## src/rtl/clk_period_monitor.sv

```systemverilog
// ---------------------------------------------------------------------------
// clk_period_monitor
//
// Receive-side checker for the slow divided clock. The slow square wave is
// synchronized into the fast clk domain and every rising-edge-to-rising-edge
// period is measured in clk cycles. Periods outside EXP_PERIOD +/- TOL raise
// sticky error flags, a missing edge raises a sticky timeout, and a run of
// LOCK_CNT consecutive good periods asserts locked.
//
// Parameters:
//   EXP_PERIOD : expected period in clk cycles
//   TOL        : allowed absolute deviation from EXP_PERIOD (inclusive)
//   LOCK_CNT   : consecutive good periods required for locked
//   CW         : counter / period_out width, 2*EXP_PERIOD must fit
//
// Ports:
//   clk          in   system clock, all logic on posedge
//   rst          in   synchronous active-high reset
//   sig_in       in   monitored slow clock, asynchronous to clk
//   en           in   measurement enable
//   clr_err      in   clears sticky error flags
//   rise_pulse   out  one-cycle strobe per synchronized rising edge
//   fall_pulse   out  one-cycle strobe per synchronized falling edge
//   period_out   out  last measured period (CW bits)
//   period_valid out  one-cycle strobe when period_out updates
//   locked       out  LOCK_CNT consecutive good periods seen
//   err_fast     out  sticky, a period below EXP_PERIOD-TOL was measured
//   err_slow     out  sticky, a period above EXP_PERIOD+TOL was measured
//   err_timeout  out  sticky, no rising edge for 2*EXP_PERIOD cycles
// ---------------------------------------------------------------------------
module clk_period_monitor #(
    parameter int EXP_PERIOD = 2000002,
    parameter int TOL        = 16,
    parameter int LOCK_CNT   = 4,
    parameter int CW         = 32
) (
    input  logic          clk,
    input  logic          rst,
    input  logic          sig_in,
    input  logic          en,
    input  logic          clr_err,
    output logic          rise_pulse,
    output logic          fall_pulse,
    output logic [CW-1:0] period_out,
    output logic          period_valid,
    output logic          locked,
    output logic          err_fast,
    output logic          err_slow,
    output logic          err_timeout
);

    localparam int RW = $clog2(LOCK_CNT + 1);

    // Range and timeout constants folded at elaboration.
    localparam logic [CW-1:0] LO_BOUND = CW'(EXP_PERIOD - TOL);
    localparam logic [CW-1:0] HI_BOUND = CW'(EXP_PERIOD + TOL);
    localparam logic [CW-1:0] TIMEOUT  = CW'(2 * EXP_PERIOD);
    localparam logic [RW-1:0] RUN_MAX  = RW'(LOCK_CNT);

    typedef enum logic [1:0] {
        ST_IDLE,
        ST_ARM,
        ST_MEASURE
    } state_t;

    state_t          r_state;
    state_t          w_state_next;

    logic            r_s1;
    logic            r_s2;
    logic            r_s3;
    logic [CW-1:0]   r_cnt;
    logic [RW-1:0]   r_run;

    logic            w_take;
    logic            w_timeout;
    logic            w_good;
    logic            w_fast;
    logic            w_slow;
    logic [RW-1:0]   w_run_inc;

    // -----------------------------------------------------------------------
    // Synchronizer and edge detect. r_s1/r_s2 resolve metastability on the
    // asynchronous input; r_s3 is the history bit for edge detection. This
    // path runs regardless of en so the strobes stay observable when idle.
    // -----------------------------------------------------------------------
    always_ff @(posedge clk) begin
        // NOTE: clocked state uses non-blocking (<=) so every flop samples
        // the pre-edge value of the others, matching real hardware.
        if (rst) begin
            r_s1 <= 1'b0;
            r_s2 <= 1'b0;
            r_s3 <= 1'b0;
        end else begin
            r_s1 <= sig_in;
            r_s2 <= r_s1;
            r_s3 <= r_s2;
        end
    end

    assign rise_pulse = r_s2 & ~r_s3;
    assign fall_pulse = ~r_s2 & r_s3;

    // -----------------------------------------------------------------------
    // FSM: state register
    // -----------------------------------------------------------------------
    always_ff @(posedge clk) begin
        if (rst) begin
            r_state <= ST_IDLE;
        end else begin
            r_state <= w_state_next;
        end
    end

    // -----------------------------------------------------------------------
    // FSM: next-state logic. Dropping en wins over everything, including an
    // edge arriving in the same cycle.
    // -----------------------------------------------------------------------
    always_comb begin
        // NOTE: default assignment first so no path leaves the signal
        // unassigned, which would otherwise infer a latch.
        w_state_next = r_state;
        if (!en) begin
            w_state_next = ST_IDLE;
        end else begin
            case (r_state)
                ST_IDLE:    w_state_next = ST_ARM;
                ST_ARM:     if (rise_pulse) w_state_next = ST_MEASURE;
                ST_MEASURE: if (w_timeout)  w_state_next = ST_ARM;
                default:    w_state_next = ST_IDLE;
            endcase
        end
    end

    // -----------------------------------------------------------------------
    // FSM: output decode. One-cycle measurement events derived from the
    // current state, the edge strobe and the running count.
    // -----------------------------------------------------------------------
    always_comb begin
        w_take    = 1'b0;
        w_timeout = 1'b0;
        if (en && (r_state == ST_MEASURE)) begin
            w_take    = rise_pulse;
            // An edge in the same cycle as the limit is measured, not timed out.
            w_timeout = !rise_pulse && (r_cnt == TIMEOUT);
        end
        w_fast    = w_take && (r_cnt < LO_BOUND);
        w_slow    = w_take && (r_cnt > HI_BOUND);
        w_good    = w_take && !w_fast && !w_slow;
        w_run_inc = (r_run == RUN_MAX) ? r_run : r_run + RW'(1);
    end

    // -----------------------------------------------------------------------
    // Datapath: period counter, lock run, sticky error flags.
    // -----------------------------------------------------------------------
    always_ff @(posedge clk) begin
        if (rst) begin
            r_cnt        <= '0;
            r_run        <= '0;
            period_out   <= '0;
            period_valid <= 1'b0;
            locked       <= 1'b0;
            err_fast     <= 1'b0;
            err_slow     <= 1'b0;
            err_timeout  <= 1'b0;
        end else begin
            period_valid <= w_take;
            if (w_take) begin
                period_out <= r_cnt;
            end

            // Count restarts at 1 on the edge so the reported value equals
            // the number of clk cycles between consecutive rise strobes.
            case (w_state_next)
                ST_MEASURE: r_cnt <= rise_pulse ? CW'(1) : r_cnt + CW'(1);
                default:    r_cnt <= '0;
            endcase

            if (!en || w_fast || w_slow || w_timeout) begin
                r_run  <= '0;
                locked <= 1'b0;
            end else if (w_good) begin
                r_run  <= w_run_inc;
                locked <= (w_run_inc == RUN_MAX);
            end

            // A new event sets its flag even when clr_err is asserted.
            err_fast    <= w_fast    | (err_fast    & ~clr_err);
            err_slow    <= w_slow    | (err_slow    & ~clr_err);
            err_timeout <= w_timeout | (err_timeout & ~clr_err);
        end
    end

endmodule

```

## config.mk

```make
export PLATFORM = sky130hd
export DESIGN_NAME = clk_period_monitor
export DESIGN_NICKNAME = d
export VERILOG_FILES = /design/src/rtl/clk_period_monitor.sv
export SDC_FILE = /design/constraint.sdc
export NUM_CORES = 1
export LEC_CHECK = 0
export CAP_MARGIN = 20
export CORE_MARGIN = 4
export CORE_UTILIZATION = 54
export CTS_CLUSTER_DIAMETER = 120
export CTS_CLUSTER_SIZE = 28
export DETAILED_ROUTE_END_ITERATION = 8
export GPL_TIMING_DRIVEN = 0
export HOLD_SLACK_MARGIN = 0.03
export PLACE_DENSITY_LB_ADDON = 0.05
export SYNTH_ARGS = -nofsm -noshare
export SYNTH_HDL_FRONTEND = slang
export SYNTH_SLANG_ARGS = --single-unit
```

## constraint.sdc

```tcl
create_clock -name clk -period 3.1 [get_ports clk]
set_clock_uncertainty 0.2 [all_clocks]
set_input_delay 0.62 -clock clk [delete_from_list [all_inputs] [get_ports clk]]
set_output_delay 0.62 -clock clk [all_outputs]
set_load 0.02 [all_outputs]
```

---- After elaboration in Yosys (flattened, before gate mapping) ----
Index checks and enable logic that the tools add are counted.
storage, ports and cells
  flip-flop bits (word level) ............. 77
  output and inout bits ................... 39
cells by class
  equality and inequality tests ........... 6
  add/subtract/negate cells ............... 2
  bitwise logic cells ..................... 12
  reductions and logical operators ........ 17
  multiplexer cells ....................... 8
  magnitude comparators ................... 2
operators by type and width
  kind                     number
  $add A32 B1 Y32 const B  1
  $eq A32 B22 Y1 const B   1
  $gt A32 B21 Y1 const B   1
  $lt A32 B21 Y1 const B   1
  $eq A3 B3 Y1 const B     2
  $logic_and A1 B1 Y1      6
  $mux W2                  3
  $pmux W2 S3              1
  $and A1 B1 Y1            5
  $eq A2 B2 Y1 const B     2
  $logic_not A1 Y1         4
  $not A1 Y1               4
  $reduce_or A2 Y1         2
  $add A3 B1 Y3 const B    1
  $logic_or A1 B1 Y1       3
  $mux W1                  3
  $mux W3                  1
  $or A1 B1 Y1             3
  $reduce_or A3 Y1         1
  $eq A2 B1 Y1 const B     1
  $logic_not A2 Y1         1

---- Longest topological paths before layout ----
  depth in word-level cells ............... 11
  depth in mapped cells ................... 10
  depth with buffers taken out ............ 8

---- Worst setup path before layout ----
Ideal clock, no wire load.
  path type ............................... input port to flip-flop
  start ................................... input port en
  end ..................................... register r_cnt[17]
  library setup time ...................... 115 ps
  arrival ................................. 2,060 ps
  slack ................................... 725 ps
  data required time ...................... 2,785 ps
  stages .................................. 8
  cell sequence ........................... nand4b_1 -> or4_1 -> or4_4 -> nand3b_2 -> or3_1 -> buf_4 -> buf_6 -> nor2_1
between the ends
  longest elaborated chain between the ends .. 8
ends and longest elaborated chain
  element                         RTL line  RTL
  start, declared                 40        input logic en,
  $logic_and A1 B1 Y1             142       if (en && (r_state == ST_MEASURE)) begin
  $mux W1                         142
  $mux W2                         129       ST_MEASURE: if (w_timeout) w_state_next = ST_ARM;
  $pmux W2 S3                     126       case (r_state)
  $mux W2 (*)                     123       if (!en) begin
  $eq A2 B2 Y1 (*)                174       case (w_state_next)
  $not A1 Y1 (no line) (*)        --
  $reduce_or A3 Y1 (no line) (*)  --
  end signal, assigned            175       ST_MEASURE: r_cnt <= rise_pulse ? CW'(1) : r_cnt + CW'(1);
  end, declared                   72        logic [CW-1:0] r_cnt;
Mark *: on every way between the ends. The rest lies on a longest branch, timed or not.
A chain may end at the register's enable or synchronous reset.

---- Worst setup path after layout ----
  start ................................... input port en
  end ..................................... register r_cnt[5]
The elaborated chain is that of the path after synthesis.

==> flow_summary.toml <==
[outcome]
status = "finished clean"

[worst_setup_path]
critPathLaunchType = "input pin"
worstPathArrival_ps = 2870
timing.rr.start = "r_cnt[1]$_SDFF_PP0_"
cp_slowest_cell = "clkdlybuf4s50_1"
end_kind = "register"
ff2ff_setup_slack_ps = 580
crit_chain = "clkdlybuf4s50_1 -> nand4b_1 -> or4_1 -> or4_4 -> nand3b_2 -> or3_1 -> buf_4 -> buf_6 -> nor2_1"
critPathRequiredTime_ps = 3130
cp_max_fo = 10
critical_path.max_stage_delay_ps = 610
crit_type = "input pin to register"
timing.rr.end = "r_cnt[5]$_SDFF_PP0_"
r2r_cells = 10

[placed_design]
placed_area_um2 = 3840
dp_hpwl_um = 5060
port_buffers = 43
gp_congestion = 0.796
dp.cells = 521
place_ws_ps = -76.0

[global_route]
busiest_layer = "met2"
grt_pass1_vias = 2615
grt_max_degree = 14
use_met3 = 0.0361
gr-usage-met2 = 0.304
grt.overflow.total = 0
antenna_found_initial = 0
grt_pass1_wl_um = 11900
track_usage = 0.202
use_met1 = 0.270

[synth]
synth_seq_cells = 77
syn_inst = 403
synth_top_cell_area_share = 0.465
syn-mean-instance-area_um2 = 8.22
synthTopCellsByArea = "dfxtp_1, nand2_1, a21oi_1, nor2_1, xor2_1"
synth_edf_count = 0
ys.flop_type = "dfxtp_1"
synthDistinctLibCells = 44
syn_nets = 412
yosysTopAreaCell = "dfxtp_1"
async_reset_ff_frac = 0
ys_seq_area_frac = 0.465
yosys_warnings = 0
yosys.cell_count.top_type = "nand2_1"
synthesis.area_um2 = 3310
yosys-top-cells-count = "nand2_1, dfxtp_1, nor2_1"

[sta]
maxSlewHeadroom = 0.560
fmax_mhz = 353
worstMarginPinSlew_ps = 654
finalCriticalPeriod_ps = 2830
hold_viol_final = 0
rsz0062_at_grt = "false"
finalSetupViolations = 0
setup_ws_ps = 265
period_share = 0.914
drv_slew = 0

[min_path]
whs_endpoint = "r_s2$_SDFF_PP0_"
min_from = "r_s1$_SDFF_PP0_"
min_delay_path_depth = 1
min_path_type = "register to register"

[cts]
cts_buffers = 9
cts_sinks = 77
ctsHoldBuffers = 0
cts_resized = 0
cts_tree = "built"
htree_levels = 3
cts_buffer_depth = 2
clk_pin_slew_worst_paths_ps = 70
cts.root.buffer_cell = "clkbuf_8"
cts_setup_buffers = 0
clk_latency_ps = 350

[floorplanning]
rows = 28
die_w_um = 86.3
die_y_um = 86.3
io_pins = 44
die_area_um2 = 7450
core_area_um2 = 5920
floorplan.initialDensity = 0.560

[final_layout]
nets = 466
antenna_cells = 0
drive_above_1_share = 0.0671
design_area_um2 = 4030
fillers = 519
final_cell_count_no_fill = 537
syn_to_final_growth_pct = 21.6

[routing]
drt-total-wl_um = 7050
vias = 2834
route.detailed.drc = 0
drtIter0Drc = 105
ant_nets = 0
first_pass_iters = 4
via_per_inst = 5.28
wl_per_cell_um = 13.1

[flow_run]
max_cap_violations = 0

[pwr]
leakage_nw = 1.29
power_density_nw_per_um2 = 435
peakVddDrop_mv = 0.291
-- cells by family after synthesis --
family,Yosys count,share of synthesized area
fa+ha+maj,4,0.0151
flops,77,0.465
compound gates,56,0.0940
xor+xnor,30,0.0793
buf+inv,32,0.0480
simple gates,203,0.295
mux,1,0.00340
-- placed cells by master (no fill, tap or decap), types with 10 or more instances in the layout --
cell	Yosys	final
nor2_1	49	49
dfxtp_1	77	77
xor2_1	20	20
clkbuf_1	17	18
clkdlybuf4s50_1	0	43
nand4_1	11	11
nand2_1	82	82
a21oi_1	44	44
xnor2_1	10	10
nand3_1	12	12
-- final cells by class --
cell class	count	area (um2)	share of cell area
plain buffers	26	136	0.0339
multi-input cells	294	1610	0.400
clock inverters	6	63.8	0.0158
flip-flops and latches	77	1540	0.383
inverters	6	22.5	0.00559
clock buffers	10	128	0.0317
well taps	75	93.8	0.0233
repair buffers	43	430	0.107
-- report_power, final --
part	internal, mW	switching (mW)
Combinational	0.0115	0.0164
Clock	0.370	0.362
Sequential	0.991	0.00140
-- how the worst max path moves through the flow --
stage	from	end	slack [ps]	depth (start not counted)
5_1_grt	en	r_cnt[5]$_SDFF_PP0_	220	9
3_3_place_gp	en	r_cnt[13]$_SDFF_PP0_	-50	9
3_5_place_dp	en	r_cnt[10]$_SDFF_PP0_	-80	9
6_report	en	r_cnt[5]$_SDFF_PP0_	270	9
4_1_cts	en	r_cnt[5]$_SDFF_PP0_	290	9
2_1_floorplan	en	r_cnt[17]$_SDFF_PP0_	730	8
-- critical path, delay by kind of cell --
family	cells	cell delay, ps
simple gates	6	1340
buf+inv	3	890
-- routing by layer --
metal | up-vias | part of all wire | wire length, um
met1 | 1293 | 0.48 | 3380
li1 | 1471 | - | -
met4 | 0 | 0.025 | 176
met3 | 14 | 0.043 | 303
met5 | - | 0 | 0
met2 | 56 | 0.45 | 3190
-- metrics by stage --
stage	power (mW)	hold slack, ps	utilization	setup TNS (ps)
2_1_floorplan	1.03	214	-	0
4_1_cts	1.78	258	0.680	0
3_5_place_dp	1.04	242	0.648	-1930
3_3_place_gp	1.04	220	0.648	-1360
5_1_grt	1.82	270	0.680	0
6_report	1.75	252	0.680	0
-- registers in the layout, summed over array words and instances, names as in the netlist --
| signal | count |
|---|---|
| r_state | 2 |
| r_s1 | 1 |
| err_slow | 1 |
| err_fast | 1 |
| period_out | 32 |
| r_run | 3 |
| err_timeout | 1 |
| period_valid | 1 |
| r_s2 | 1 |
| r_cnt | 32 |
| locked | 1 |
| r_s3 | 1 |
(Power assumes the default switching activity.)
